File: src/rtl/ehl_rv_arbiter_if.sv
// rtl/ehl_rv_arbiter_if.sv - requester and output-stage signals of the round-robin arbiter
interface ehl_rv_arbiter_if #(
  parameter int N     = 4,
  parameter int WIDTH = 8,
  parameter int SW    = 2
);
  logic [N-1:0]       in_valid;
  logic [N-1:0]       in_ready;
  logic [N*WIDTH-1:0] in_data;
  logic [N-1:0]       in_last;
  logic               out_valid;
  logic               out_ready;
  logic [WIDTH-1:0]   out_data;
  logic               out_last;
  logic [SW-1:0]      out_src;

  modport slave (
    input  in_valid, in_data, in_last, out_ready,
    output in_ready, out_valid, out_data, out_last, out_src
  );

  modport master (
    output in_valid, in_data, in_last, out_ready,
    input  in_ready, out_valid, out_data, out_last, out_src
  );
endinterface

File: src/rtl/ehl_rv_arbiter.sv
// rtl/ehl_rv_arbiter.sv - round-robin ready-valid arbiter with a registered output stage
// Optional packet lock is compiled in with EHL_RV_ARB_LOCK_EN.
module ehl_rv_arbiter #(
  parameter int N     = 4,
  parameter int WIDTH = 8,
  parameter int SW    = 2
) (
  input logic             clk,
  input logic             reset_n,
  ehl_rv_arbiter_if.slave bus
);
  logic [SW-1:0]    ptr;
  logic             out_valid_q;
  logic             out_last_q;
  logic [WIDTH-1:0] out_data_q;
  logic [SW-1:0]    out_src_q;

  logic             stage_ready;
  logic [2*N-1:0]   valid_dbl;
  logic [N-1:0]     valid_rot;
  logic [SW-1:0]    offset;
  logic             rr_found;
  logic [SW:0]      grant_sum;
  logic [SW-1:0]    rr_grant;
  logic [SW-1:0]    grant;
  logic             grant_found;
  logic [SW-1:0]    grant_inc;
  logic [WIDTH-1:0] sel_data;
  logic             sel_last;
  logic             sel_valid;
  logic             transfer;

  assign stage_ready = !out_valid_q || bus.out_ready;

  // Doubling the valid vector makes the rotation by ptr wrap at N, not at 2^SW.
  assign valid_dbl = {bus.in_valid, bus.in_valid};
  assign valid_rot = valid_dbl[ptr +: N];

  always_comb begin
    offset   = '0;
    rr_found = 1'b0;
    for (int j = N - 1; j >= 0; j--) begin
      if (valid_rot[j]) begin
        offset   = SW'(j);
        rr_found = 1'b1;
      end
    end
  end

  assign grant_sum = {1'b0, ptr} + {1'b0, offset};
  assign rr_grant  = (grant_sum >= (SW+1)'(N)) ? SW'(grant_sum - (SW+1)'(N))
                                               : grant_sum[SW-1:0];

`ifdef EHL_RV_ARB_LOCK_EN
  logic          locked;
  logic [SW-1:0] lock_src;

  // A locked packet owns the stage even while its source idles between beats.
  assign grant       = locked ? lock_src : rr_grant;
  assign grant_found = locked || rr_found;
`else
  assign grant       = rr_grant;
  assign grant_found = rr_found;
`endif

  assign grant_inc = (grant == SW'(N - 1)) ? '0 : grant + SW'(1);

  always_comb begin
    sel_data  = '0;
    sel_last  = 1'b0;
    sel_valid = 1'b0;
    for (int i = 0; i < N; i++) begin
      if (grant == SW'(i)) begin
        sel_data  = bus.in_data[i*WIDTH +: WIDTH];
        sel_last  = bus.in_last[i];
        sel_valid = bus.in_valid[i];
      end
    end
  end

  always_comb begin
    bus.in_ready = '0;
    for (int i = 0; i < N; i++) begin
      if (grant_found && grant == SW'(i)) begin
        bus.in_ready[i] = stage_ready;
      end
    end
  end

  assign transfer = grant_found && sel_valid && stage_ready;

  always_ff @(posedge clk or negedge reset_n) begin
    if (!reset_n) begin
      ptr         <= '0;
      out_valid_q <= 1'b0;
      out_last_q  <= 1'b0;
      out_data_q  <= '0;
      out_src_q   <= '0;
`ifdef EHL_RV_ARB_LOCK_EN
      locked      <= 1'b0;
      lock_src    <= '0;
`endif
    end else begin
      if (transfer) begin
        out_data_q <= sel_data;
        out_last_q <= sel_last;
        out_src_q  <= grant;
`ifdef EHL_RV_ARB_LOCK_EN
        if (sel_last) begin
          ptr    <= grant_inc;
          locked <= 1'b0;
        end else begin
          locked   <= 1'b1;
          lock_src <= grant;
        end
`else
        ptr <= grant_inc;
`endif
      end
      out_valid_q <= transfer || (out_valid_q && !bus.out_ready);
    end
  end

  assign bus.out_valid = out_valid_q;
  assign bus.out_data  = out_data_q;
  assign bus.out_last  = out_last_q;
  assign bus.out_src   = out_src_q;
endmodule

File: src/flat_wrapper.sv
// flat-port wrapper written by rule: the top's interface ports become plain ports
module ehl_rv_arbiter_flat 
#(
  parameter int N     = 4,
  parameter int WIDTH = 8,
  parameter int SW    = 2
)
  (clk, reset_n, bus_in_valid, bus_in_data, bus_in_last, bus_out_ready, bus_in_ready, bus_out_valid, bus_out_data, bus_out_last, bus_out_src);
  ehl_rv_arbiter_if #(.N(N), .WIDTH(WIDTH), .SW(SW)) bus_i ();
  input logic clk;
  input logic reset_n;
  input wire logic [$bits(bus_i.in_valid)-1:0] bus_in_valid;
  input wire logic [$bits(bus_i.in_data)-1:0] bus_in_data;
  input wire logic [$bits(bus_i.in_last)-1:0] bus_in_last;
  input wire logic [$bits(bus_i.out_ready)-1:0] bus_out_ready;
  output wire logic [$bits(bus_i.in_ready)-1:0] bus_in_ready;
  output wire logic [$bits(bus_i.out_valid)-1:0] bus_out_valid;
  output wire logic [$bits(bus_i.out_data)-1:0] bus_out_data;
  output wire logic [$bits(bus_i.out_last)-1:0] bus_out_last;
  output wire logic [$bits(bus_i.out_src)-1:0] bus_out_src;
  assign bus_i.in_valid = bus_in_valid;
  assign bus_i.in_data = bus_in_data;
  assign bus_i.in_last = bus_in_last;
  assign bus_i.out_ready = bus_out_ready;
  assign bus_in_ready = bus_i.in_ready;
  assign bus_out_valid = bus_i.out_valid;
  assign bus_out_data = bus_i.out_data;
  assign bus_out_last = bus_i.out_last;
  assign bus_out_src = bus_i.out_src;
  ehl_rv_arbiter #(.N(N), .WIDTH(WIDTH), .SW(SW)) u_core (.clk(clk), .reset_n(reset_n), .bus(bus_i));
endmodule
File: config.mk
export PLATFORM = sky130hd
export DESIGN_NAME = ehl_rv_arbiter_flat
export DESIGN_NICKNAME = d
export VERILOG_FILES = /design/src/rtl/ehl_rv_arbiter_if.sv /design/src/rtl/ehl_rv_arbiter.sv /design/src/flat_wrapper.sv
export SDC_FILE = /design/constraint.sdc
export NUM_CORES = 1
export LEC_CHECK = 0
export ABC_AREA = 1
export CAP_MARGIN = 0
export CORE_MARGIN = 2
export CORE_UTILIZATION = 39
export CTS_CLUSTER_SIZE = 28
export DETAILED_ROUTE_END_ITERATION = 7
export HOLD_SLACK_MARGIN = 0.03
export PLACE_DENSITY = 0.79
export REMOVE_ABC_BUFFERS = 1
export SYNTH_ARGS = -nofsm -noshare
export SYNTH_HDL_FRONTEND = slang
export SYNTH_SLANG_ARGS = --single-unit
File: constraint.sdc
create_clock -name clk -period 3 [get_ports clk]
set_input_delay 0.6 -clock clk [delete_from_list [all_inputs] [get_ports clk]]
set_output_delay 0.6 -clock clk [all_outputs]
set_load 0.02 [all_outputs]
# --- Word level (Yosys, flattened, before mapping) ---
# Index checks and enable logic that the tools add are counted.
# W data, S select, Z words.
word_totals:
  regBits: 14
  inputBits: 43
  out_inout_bits: 16
classes:
  n_addsub: 3
  n_lt_le_gt_ge: 1
  eq_ne: 3
  shift: 1
  mux: 26
  n_reduce_logical: 12
ops:
  columns: ["cell", "n"]
  rows:
  - ["$mux W8", 4]
  - ["$mux W1", 16]
  - ["$mux W2", 6]
  - ["$shiftx A8 B3 Y4", 1]
  - ["$logic_and A1 B1 Y1", 7]
  - ["$eq A2 B2 Y1 const B", 2]
  - ["$add A2 B2 Y3", 1]
  - ["$ge A3 B3 Y1 const B", 1]
  - ["$add A2 B1 Y2 const B", 1]
  - ["$eq A2 B1 Y1 const B", 1]
  - ["$logic_not A1 Y1", 2]
  - ["$logic_not A2 Y1", 1]
  - ["$logic_or A1 B1 Y1", 2]
  - ["$sub A2 B1 Y2 const B", 1]

# --- Longest topological paths before layout ---
logic_depth:
  depth_word: 16
  ltp_mapped: 23
  ltp_nobuf: 23

# --- Least setup slack after synthesis ---
# Ideal clock, no wire load.
synth_timing:
  kind: "in2out"
  from: "in bus_in_valid[1]"
  to: "out bus_in_ready[2]"
  arrival_time_ns: 2.436
  required_ns: 2.400
  path_slack_ns: -0.036
  cell_stages: 13
  path_buffers: 1
  cell_sequence: "nand2_1 nand3_1 nand2_1 nand3_1 a21boi_0 ha_1 xor2_1 nand2_1 nand2_1 ha_1 inv_1 clkbuf_1 nor3_1"
synth_via:
  elab_chain_cells: 11
synth_lines:
  columns: ["element", "line_no", "text"]
  rows:
  - ["from (decl)", "flat_wrapper.sv:12", "input wire logic [$bits(bus_i.in_valid)-1:0] bus_in_valid;"]
  - ["$shiftx A8 B3 Y4 *", "ehl_rv_arbiter.sv:37", "assign valid_rot = valid_dbl[ptr +: N];"]
  - ["$mux W2 (3 in a row)", "ehl_rv_arbiter.sv:43", "if (valid_rot[j]) begin"]
  - ["$mux W2 *", "ehl_rv_arbiter.sv:43", null]
  - ["$add A2 B2 Y3 *", "ehl_rv_arbiter.sv:50", "assign grant_sum = {1'b0, ptr} + {1'b0, offset};"]
  - ["$ge A3 B3 Y1 / $sub A2 B1 Y2 (equally long branches)", "ehl_rv_arbiter.sv:51", "assign rr_grant = (grant_sum >= (SW+1)'(N)) ? SW'(grant_sum - (SW+1)'(N))"]
  - ["$mux W2 *", "ehl_rv_arbiter.sv:51", null]
  - ["named net u_core.grant[1]", "ehl_rv_arbiter.sv:25", "logic [SW-1:0] grant;"]
  - ["$eq A2 B2 Y1 *", "ehl_rv_arbiter.sv:84", "if (grant_found && grant == SW'(i)) begin"]
  - ["$logic_and A1 B1 Y1 *", "ehl_rv_arbiter.sv:84", null]
  - ["$mux W1 *", "ehl_rv_arbiter.sv:84", null]
  - ["to (decl)", "flat_wrapper.sv:16", "output wire logic [$bits(bus_i.in_ready)-1:0] bus_in_ready;"]
# Mark *: on every way through the listed nets, which the timed path passes. The rest lies on a longest branch.

# --- Final worst setup path ---
layout_timing:
  from: "reg u_core.ptr[0]"
  to: "out bus_in_ready[0]"
layout_via:
  elab_chain_cells: 11
layout_lines:
  columns: ["element", "line_no", "text"]
  rows:
  - ["from (decl)", "ehl_rv_arbiter.sv:12", "logic [SW-1:0] ptr;"]
  - ["from (signal assigned)", "ehl_rv_arbiter.sv:117", "ptr <= grant_inc;"]
  - ["$shiftx A8 B3 Y4", "ehl_rv_arbiter.sv:37", null]
  - ["$mux W2 (4 in a row)", "ehl_rv_arbiter.sv:43", null]
  - ["$add A2 B2 Y3 *", "ehl_rv_arbiter.sv:50", null]
  - ["$ge A3 B3 Y1 / $sub A2 B1 Y2 (equally long branches)", "ehl_rv_arbiter.sv:51", null]
  - ["$mux W2 *", "ehl_rv_arbiter.sv:51", null]
  - ["named net u_core.grant[1]", "ehl_rv_arbiter.sv:25", null]
  - ["$logic_not A2 Y1 *", "ehl_rv_arbiter.sv:84", null]
  - ["$logic_and A1 B1 Y1 *", "ehl_rv_arbiter.sv:84", null]
  - ["$mux W1 *", "ehl_rv_arbiter.sv:84", null]
# Marked as above.

==> out/results.tsv <==
stage	metric	value	unit
clocking	CTS tree	built	
clocking	cts hold-fix bufs	0	
route	initial detailed-routing violation count	69	
sta	Final Cycle Share	0.997	
worst_setup_path	CP max stage delay	0.48	ns
route	antenna viol nets, final	0	
sta	Final WS setup	0.00767	ns
worst_setup_path	CP Cell Sequence	inv_4, nand2_1, nand3_1, nand2_2, a21boi_2, ha_2, xor2_2, inv_1, nand3_2, nand2_4, inv_4, ha_4, inv_2, nor3_2, buf_4	
floorplanning	Initial Utilization	0.410	
global_routing	initial antenna violation count	0	
synthesis	Post-synth EDFFs	0	
final_layout	Syn-to-layout area delta	80.0	%
worst_setup_path	critical-path maximum fanout	5	
worst_hold_path	Worst Hold Class	flip-flop to flip-flop	
run_status	status	complete, no violations	
synthesis	leading cell type by number of instances after synthesis	nand2_1	
clocking	Reg clk slew, reported paths	0.08	ns
final_layout	FILL cells	211	
placed_design	DP Worst Slack	-1.01	ns
synthesis	largest cells by area after synthesis	dfrtp_1, nand2_1, a21oi_1	
synthesis	Post-synth top flop	dfrtp_1	
worst_setup_path	CP top delay family	simple AND/OR/NAND/NOR gates	
synthesis	cell area after synthesis	0.00113	mm2
placed_design	Port-buffer cells	58	
sta	Final setup viols	0	
worst_setup_path	Worst path slowest cell	dfrtp_2	
floorplanning	Core ar.	0.00276	mm2
sta	Setup Skew	0.00361	ns
route	vias per std cell	5.09	
global_routing	number of global-route vias before repair	1429	
floorplanning	Die Span X	57.8	um
global_routing	first-pass GRT wire length	6330	um
job	Max-Cap Viols	0	
sta	TNS Setup	0	ns
worst_setup_path	critical path required time	2.40	ns
placed_design	DP Wirelength	2710	um
synthesis	unique cell type count in the Yosys netlist	21	
worst_setup_path	critical path class	flip-flop to primary output	
worst_setup_path	Worst Path Buf+Inv	5	
sta	Max transition margin	0.574	
global_routing	pin count of the biggest net entering global routing	15	
worst_setup_path	crit end category	primary output	
sta	worst hold margin	0.496	ns
final_layout	fin nets	283	
worst_setup_path	crit path DAT	2.39	ns
final_layout	layout cells sized above 1	0.321	
sta	RSZ-0062 raised after global routing	yes	
synthesis	cells after synthesis	158	
worst_setup_path	most frequent cell on the critical path	inv_4	
clocking	root buf cell	clkbuf_4	
synthesis	async set-reset flop share out of synthesis	1.00	
sta	measured slew at the worst slew-check pin	0.637	ns
route	routed wire length	3730	um
sta	Hold Violations, Final	0	
sta	fmax	0.334	GHz
sta	final period demand of the worst path	2.99	ns
route	detailed-route via count	1350	
floorplanning	Chip Height	57.8	um
floorplanning	Die ar.	0.00334	mm2
clocking	latest clock arrival within the worst-skew pair	0.28	ns
worst_setup_path	CP startpoint kind	flip-flop	
global_routing	Total Routing Usage GR	0.239	
final_layout	Final Non-Filler Cells	265	
global_routing	grt ovf	0	
floorplanning	Row Count	19	
clocking	CTS sink cnt	14	
clocking	CTS Buffer Depth	2	
route	DRC violations left	0	
clocking	H-Tree Depth	1	
floorplanning	IO Count	59	
route	DR pass1 iterations	4	
sta	Slew Viols, Final	0	
placed_design	Final GP Congestion	0.861	
synthesis	syn avg cell area	7.15	um2
final_layout	antenna cell count	0	
synthesis	Yosys reg bits	14	
placed_design	placed insts	257	
synthesis	largest area contributor in the netlist	dfrtp_1	
synthesis	share of the synthesized area in the top cell type	0.310	
synthesis	Yosys warning count	0	
route	wire per inst	14.1	um
synthesis	sequential area share after synthesis	0.310	
synthesis	Post-synth top cells	nand2_1, a21oi_1, dfrtp_1, inv_1, nor2_1	
clocking	Inserted Clock Buffers	3	
[final timing paths]
check / start / endpoint / slack (ns) / cells past startpoint
min in group asynchronous: reset_n / u_core.bus.out_data[4] / 0.71 / 1
max in group asynchronous: reset_n / u_core.ptr[1] / 1.84 / 1
max reg2reg: u_core.ptr[0] / u_core.ptr[0] / 0.12 / 21
min reg2reg: u_core.bus.out_src[0] / u_core.bus.out_src[0] / 0.50 / 2
max: u_core.ptr[0] / bus_in_ready[0] / 0.008 / 15
min: u_core.bus.out_src[0] / u_core.bus.out_src[0] / 0.50 / 2
[state kept, by name, summed over array words and instances (netlist names)]
name	flops
u_core.bus.out_src	2
u_core.bus.out_data	8
u_core.bus.out_valid	1
u_core.ptr	2
u_core.bus.out_last	1
[placed cells by master, fill, tap and decap left out, types with 2 or more instances in the layout]
cell / n
nand3_2: 6
a21oi_1: 19
nand3_1: 4
dfrtp_1: 12
nand2_1: 40
inv_4: 2
o21ai_2: 8
ha_4: 4
buf_4: 21
mux2i_1: 9
clkdlybuf4s50_1: 50
dfrtp_2: 2
nor2_1: 12
buf_2: 5
nand2_2: 9
inv_1: 8
buf_12: 2
nor3_2: 2
inv_2: 2
clkbuf_4: 3
o21ai_0: 2
o21ai_1: 2
[kinds of logic (layout without fill, tap and decap cells)]
logic type | count (synthesis) | count (layout) | synth area share
mux | 9 | 9 | 0.0797
simple gates | 78 | 78 | 0.299
flops | 14 | 14 | 0.310
buf+inv | 19 | 95 | 0.0808
xor+xnor | 1 | 1 | 0.00775
compound gates | 32 | 32 | 0.167
fa+ha+maj | 5 | 5 | 0.0554
[area by class of cell]
class	count	area [um2]	share of cell area
flip-flops and latches	14	353	0.174
clock buffers	4	36.3	0.0178
well taps	31	38.8	0.0191
multi-input cells	125	821	0.404
repair buffers	79	734	0.361
inverters	12	50.0	0.0246
[worst min-delay path: cells and delay by family (launching register included)]
family | cells | cell delay (ns)
AOI/OAI and AO/OA | 1 | 0.05
and+or+nand+nor | 1 | 0.07
DFF | 1 | 0.35
[routing by layer]
layer / vias to the layer above / part of all wire / track usage
li1: 665 / - / -
met1: 631 / 0.39 / 0.287
met2: 48 / 0.53 / 0.435
met3: 6 / 0.068 / 0.0625
met4: 0 / 0.0078 / 0.0399
met5: - / 0 / 0
[repair_timing]
item / 4_1_cts / 5_1_grt
setup buffers: 4 / 0
pin swaps: 15 / 4
gates resized for setup: 69 / 10
setup endpoints to repair: 17 / 17
[stage by stage]
stage	area, um2	util
after floorplan	1080	-
after global placement	1860	0.673
after detailed placement	1860	0.673
after CTS	2000	0.726
after global routing	2030	0.737
final	2030	0.737
Power is left out: the tool's default activity adds up to more than one toggle a clock period on the data nets, which glitch-free logic cannot reach.
